<file path="src/rtl/cdc_sync_bus.sv">
// Multi-bit receiving-domain synchroniser with optional word stability filter and edge pulses.
// Define CDC_SYNC_BUS_GLITCH_CNT_EN to add a saturating count of abandoned filter candidates.
module cdc_sync_bus #(
   parameter int unsigned      WIDTH         = 8,
   parameter int unsigned      STAGES        = 2,
   parameter int unsigned      STABLE_CYCLES = 0,
   parameter logic [WIDTH-1:0] RESET_VAL     = '0
) (
   input  logic             clk,
   input  logic             rst,
   input  logic [WIDTH-1:0] d,
   output logic [WIDTH-1:0] q,
   output logic [WIDTH-1:0] rise,
   output logic [WIDTH-1:0] fall,
   output logic             changed
`ifdef CDC_SYNC_BUS_GLITCH_CNT_EN
   ,
   output logic [15:0]      glitch_cnt
`endif
);

   // Stage 0 is the only flop that samples d; the name suffix keeps the false-path constraint matching.
   logic [STAGES-1:0][WIDTH-1:0] sync_chain_SYNC_ATTR;
   logic [WIDTH-1:0]             s;
   logic [WIDTH-1:0]             q_w;
   logic [WIDTH-1:0]             q_dly_q;
   logic [WIDTH-1:0]             q_dly_d;

`ifdef CDC_SYNC_BUS_GLITCH_CNT_EN
   logic                         glitch_inc;
   logic [15:0]                  glitch_cnt_q;
   logic [15:0]                  glitch_cnt_d;
`endif

   always_ff @(posedge clk) begin
      if (rst) sync_chain_SYNC_ATTR <= {STAGES{RESET_VAL}};
      else     sync_chain_SYNC_ATTR <= {sync_chain_SYNC_ATTR[STAGES-2:0], d};
   end

   assign s = sync_chain_SYNC_ATTR[STAGES-1];

   generate
      if (STABLE_CYCLES == 0) begin : g_nofilt
         assign q_w = s;
`ifdef CDC_SYNC_BUS_GLITCH_CNT_EN
         assign glitch_inc = 1'b0;
`endif
      end else begin : g_filt
         localparam int unsigned      CNT_W    = (STABLE_CYCLES < 2) ? 1 : $clog2(STABLE_CYCLES + 1);
         localparam logic [CNT_W-1:0] CNT_LAST = CNT_W'(STABLE_CYCLES - 1);

         logic [WIDTH-1:0] cand_q;
         logic [WIDTH-1:0] cand_d;
         logic [WIDTH-1:0] qf_q;
         logic [WIDTH-1:0] qf_d;
         logic [CNT_W-1:0] cnt_q;
         logic [CNT_W-1:0] cnt_d;

         // cand tracks the last synchronised word; q only takes it after an unbroken run.
         always_comb begin
            cand_d = cand_q;
            qf_d   = qf_q;
            cnt_d  = cnt_q;
            if (s != cand_q) begin
               cand_d = s;
               cnt_d  = '0;
            end else if (cand_q != qf_q) begin
               if (cnt_q == CNT_LAST) begin
                  qf_d  = cand_q;
                  cnt_d = '0;
               end else begin
                  cnt_d = cnt_q + 1'b1;
               end
            end
         end

         always_ff @(posedge clk) begin
            if (rst) begin
               cand_q <= RESET_VAL;
               qf_q   <= RESET_VAL;
               cnt_q  <= '0;
            end else begin
               cand_q <= cand_d;
               qf_q   <= qf_d;
               cnt_q  <= cnt_d;
            end
         end

         assign q_w = qf_q;
`ifdef CDC_SYNC_BUS_GLITCH_CNT_EN
         assign glitch_inc = (s != cand_q) && (cand_q != qf_q);
`endif
      end
   endgenerate

   always_comb begin
      q_dly_d = q_w;
   end

   always_ff @(posedge clk) begin
      if (rst) q_dly_q <= RESET_VAL;
      else     q_dly_q <= q_dly_d;
   end

   assign q       = q_w;
   assign rise    = q_w & ~q_dly_q;
   assign fall    = ~q_w & q_dly_q;
   assign changed = |(q_w ^ q_dly_q);

`ifdef CDC_SYNC_BUS_GLITCH_CNT_EN
   always_comb begin
      glitch_cnt_d = glitch_cnt_q;
      if (glitch_inc && (glitch_cnt_q != 16'hFFFF)) glitch_cnt_d = glitch_cnt_q + 16'd1;
   end

   always_ff @(posedge clk) begin
      if (rst) glitch_cnt_q <= 16'd0;
      else     glitch_cnt_q <= glitch_cnt_d;
   end

   assign glitch_cnt = glitch_cnt_q;
`endif

endmodule

</file>
<file path="config.mk">
export PLATFORM = sky130hd
export DESIGN_NAME = cdc_sync_bus
export DESIGN_NICKNAME = d
export VERILOG_FILES = /design/src/rtl/cdc_sync_bus.sv
export SDC_FILE = /design/constraint.sdc
export NUM_CORES = 1
export LEC_CHECK = 0
export CAP_MARGIN = 10
export CORE_MARGIN = 10
export CORE_UTILIZATION = 43
export DETAILED_ROUTE_END_ITERATION = 8
export PLACE_DENSITY = 0.76
export SLEW_MARGIN = 20
export SYNTH_ARGS = -nofsm -noshare
export SYNTH_HDL_FRONTEND = slang
export SYNTH_SLANG_ARGS = --single-unit
</file>
<file path="constraint.sdc">
create_clock -name clk -period 1.4 [get_ports clk]
set_input_delay 0.21 -clock clk [delete_from_list [all_inputs] [get_ports clk]]
set_output_delay 0.21 -clock clk [all_outputs]
set_load 0.1 [all_outputs]
</file>
== After elaboration in Yosys (flattened, before gate mapping) ==
Cells that the tools add are included.

* Bitwise operators: 5
* Reduce and logical (&&, ||, !) cells: 1

{| class="wikitable"
|+ Operator list
! operator !! count
|-
| 8-bit AND || 2
|-
| 8-bit inverter || 2
|-
| 8-bit OR reduction || 1
|-
| 8-bit bitwise XOR || 1
|}

* Flip-flop bits (word level): 24
* Input port bits: 10
* Output and inout bits: 25
* Logic and storage cells: 9

== Longest topological paths before layout ==
* Depth in word-level cells: 2
* Mapped depth: 4
* Depth with buffers taken out: 4

== Worst setup path before layout ==
OpenSTA, ideal clock, no wires.

* Kind: reg-to-output
* Start point: reg sync_chain_SYNC_ATTR (netlist bit q[0])
* End point: out changed
* Data arrival time: 1436 ps
* Data required time: 1190 ps
* Slack: -246 ps
* Cell stages (with the launch flop): 5
* Buffers on the path: 0
* Path through: dfxtp_1 > inv_1 > ha_1 > nand4_1 > or2_1

* Word-level cells in the longest chain between the ends: 2

{| class="wikitable"
|+ Ends and longest elaborated chain
! item !! RTL line !! source
|-
| start: declaration || 23 || <nowiki>logic [STAGES-1:0][WIDTH-1:0] sync_chain_SYNC_ATTR;</nowiki>
|-
| start signal: assignment || 36 || <nowiki>if (rst) sync_chain_SYNC_ATTR <= {STAGES{RESET_VAL}};</nowiki>
|-
| start signal: assignment || 37 || <nowiki>else sync_chain_SYNC_ATTR <= {sync_chain_SYNC_ATTR[STAGES-2:0], d};</nowiki>
|-
| 8-bit bitwise XOR || 108 || <nowiki>assign changed = |(q_w ^ q_dly_q);</nowiki>
|-
| 8-bit OR reduction || 108 ||
|-
| end: declaration || 15 || <nowiki>output logic changed</nowiki>
|}

Every way passes these cells.

== Worst setup path in the final report ==
Ends and elaborated chain as after synthesis.

==> results.tsv <==
stage	metric	value	unit
status	status	finished, violations left	
status	failing checks	negative setup slack	
route	Starting DRT DRC Count	20	
power_and_ir_drop	Power Total	0.00153	W
route	DRT Pass-1 Iters	4	
flow_run	MaxCap Viol Count	0	
sta	Slew @ Worst Pin	0.196	ns
yosys	number of enable flip-flop cells after synthesis	0	
worst_setup_path	Crit Path Class	reg2out	
worst_hold_path	hold path cells	2	
route	Post-Route WL	2770	um
sta	maximum clock skew at final layout	0.00459	ns
power_and_ir_drop	P per Cell Area	829	mW/mm^2
grt	grt ovf	0	
placed_design	Placed Cells	156	
yosys	Post-synth top cells	dfxtp_1 (24), ha_1 (16), inv_1 (16)	
worst_setup_path	flop-to-flop setup slack	0.67	ns
worst_setup_path	worst path cell trace	inv_1, ha_1, nand4_1, or2_4, buf_12	
floorplan	Rows	17	
grt	largest net degree at the start of global routing	13	
yosys	Mapped Area	995	sq um
worst_setup_path	FF-to-FF End	q_dly_q[5]	
final_layout	fin util	83.3	%
worst_setup_path	WP buf/inv	2	
power_and_ir_drop	combinational share of power	32.8	%
grt	first-pass GRT wire length	3800	um
yosys	most common cell in the netlist	dfxtp_1	
yosys	area leader, netlist	dfxtp_1	
power_and_ir_drop	sw power	0.000512	W
yosys	Async SR Flop Fraction	0	%
worst_setup_path	Crit path max-delay family	flip-flops	
final_layout	share of post-route cells with drive strength above 1	59.8	%
clocking	clock sinks	24	
power_and_ir_drop	maximum vdd drop	0.769	mV
power_and_ir_drop	clock power share	19.4	%
clocking	CTS tree	done	
clocking	H-tree level count	1	
floorplan	core area	0.00221	sq mm
worst_setup_path	number of cells on the critical path	5	
floorplan	DIE AREA	0.00464	sq mm
clocking	Root Buffer Master	clkbuf_4	
route	DR vias/cell	4.46	
yosys	Seq/Total Area, Yosys	48.3	%
sta	final setup violation count	1	
placed_design	RD Place Congestion	0.707	
route	Vias	713	
final_layout	fillcell total	123	
floorplan	I/O Pins	35	
yosys	Synth area leaders	dfxtp_1 (48%), ha_1 (20%), nor2b_2 (6.2%), buf_4 (6.0%), inv_1 (6.0%)	
worst_setup_path	slowest cell delay on critical path	0.37	ns
sta	Slew Limit Fails	0	
sta	Hold Vio Cnt, Final	0	
floorplan	initial core utilization	45.0	%
sta	setup ws final	-0.331	ns
sta	maximum clock rate	0.578	GHz
worst_setup_path	Setup crit start kind	flip-flop	
final_layout	synth-to-layout area growth	85.2	%
sta	Relative slew margins	86.9	%
yosys	Yosys reg bits	24	
power_and_ir_drop	part of the power in registers	47.8	%
worst_setup_path	Reg2Reg Depth	3	
final_layout	Final #Nets	160	
placed_design	dpl hpwl	1750	um
worst_setup_path	crit path max fanout	2	
worst_hold_path	WHS Endpoint	sync_chain_SYNC_ATTR[0]	
final_layout	final non-filler cell total	160	
grt	Total GRT Usage	10.8	%
sta	Tcrit/Tclk final	124	%
yosys	post-synthesis cell count	93	
placed_design	IO Port Bufs	34	
worst_hold_path	hold path startpoint	d[0]	
sta	sum of negative setup slack	-0.331	ns
worst_hold_path	class of the worst hold path	in2reg	
worst_setup_path	CP required	1.19	ns
clocking	CTS buffer count	3	
worst_setup_path	FF-to-FF Start	q[5]	
final_layout	Antenna Cells	0	
grt	antenna violations before repair	0	
floorplan	die height	68.1	um
floorplan	width of the die	68.1	um
route	post-route DRC violation count	0	
yosys	Netlist cell types	11	
grt	vias in the first global route	766	
power_and_ir_drop	internal power	0.00101	W
worst_setup_path	Worst Path Arrival	1.52	ns
worst_setup_path	slowest stage cell, crit path	dfxtp_2	
power_and_ir_drop	sw frac	33.5	%
worst_setup_path	CP Capture Type	output port	
clocking	Post-CTS Hold Buffers	0	
clocking	Skew-Pair Late Insertion Delay	0.31	ns
clocking	CTS clock-pin slew for the worst setup and hold paths	0.12	ns
sta	unrepaired setup endpoints after global routing	true	
sta	min Tclk post-route	1.73	ns
power_and_ir_drop	total leakage power	0.739	nW
yosys	Synth Net Count	119	
yosys	Yosys warnings	0	
route	DR WL/cell	17.3	um
yosys	Avg Cell Area, Syn	10.7	sq um
yosys	Top FF cell, synth	dfxtp_1	
clocking	CTS max path bufs	2	
yosys	share of the synthesized area in the top cell type	48.3	%
route	Routed Antenna Nets	0	
## worst max path at each step
stage          from  endpoint  slack (ns)
2_1_floorplan  q[0]   fall[0]        0.04
4_1_cts        q[1]   changed       -0.31
5_1_grt        q[4]   changed       -0.40
3_3_place_gp   q[7]   changed        0.02
6_report       q[0]   changed       -0.33
3_5_place_dp   q[5]   changed       -0.02
## cells in the final DEF (no fill, tap or decap)
cell type	n
clkdlybuf4s50_1	9
inv_2	6
inv_1	10
nand4_1	2
ha_1	2
ha_4	14
and2b_1	4
buf_12	25
nor2b_1	5
dfxtp_1	13
buf_4	12
nor2_1	8
dfxtp_2	11
or2_4	1
clkbuf_4	3
nor2b_2	7
## worst reg2reg max path: cells and delay by family, from the launching register on
kind | cells | cell delay, ns
simple gates | 1 | 0.13
buf+inv | 2 | 0.17
flops | 1 | 0.36
## what timing repair did
item / in CTS / in global routing
endpoints found under the setup margin: 3 / 8
pin swaps: 9 / 4
resized for setup: 28 / 12
setup buffers: 2 / 2
## logic make-up (layout without fill, tap and decap cells)
| family | count (synthesis) | after routing | share of synthesized area, % |
|---|---|---|---|
| fa+ha+maj | 16 | 16 | 20.1 |
| buf+inv | 26 | 65 | 14.3 |
| flops | 24 | 24 | 48.3 |
| simple gates | 27 | 27 | 17.2 |
## per-layer routing
layer	global-route usage (%)	vias up	wire length, um
met5	0	-	0
met3	2.61	2	134
met4	4.52	0	14
li1	-	346	-
met2	19.5	20	1590
met1	11.6	345	1030
## final cells by class
type / instances / area, sq um / share of cell area [%]
Clock buffer: 3 / 22.5 / 1.22
Inverter: 16 / 60.1 / 3.26
Multi-Input combinational cell: 43 / 549 / 29.8
Sequential cell: 24 / 494 / 26.8
Tap cell: 28 / 35.0 / 1.90
Timing Repair Buffer: 46 / 681 / 37.0
## stage by stage
stage          setup WS (ns)  hold slack (ns)  cell area, sq um
2_1_floorplan         0.0425            0.335               997
3_3_place_gp          0.0163            0.419              1620
3_5_place_dp         -0.0154            0.422              1620
4_1_cts               -0.308            0.446              1750
5_1_grt               -0.398            0.453              1840
6_report              -0.331            0.456              1840
## power by group through the flow
| stage | registers, W | clock network [W] | logic (W) |
|---|---|---|---|
| 3_3_place_gp | 0.000734 | 0 | 0.000461 |
| 5_1_grt | 0.000732 | 0.000334 | 0.000521 |
| 3_5_place_dp | 0.000736 | 0 | 0.000468 |
| 6_report | 0.000729 | 0.000296 | 0.000501 |
| 4_1_cts | 0.000725 | 0.000296 | 0.000486 |
| 2_1_floorplan | 0.000735 | 0 | 0.000297 |
## sequential cells by signal, summed over array words and instances, names as in the netlist
signal	count
q	8
q_dly_q	8
sync_chain_SYNC_ATTR	8
Power figures use the tool's default switching activity.
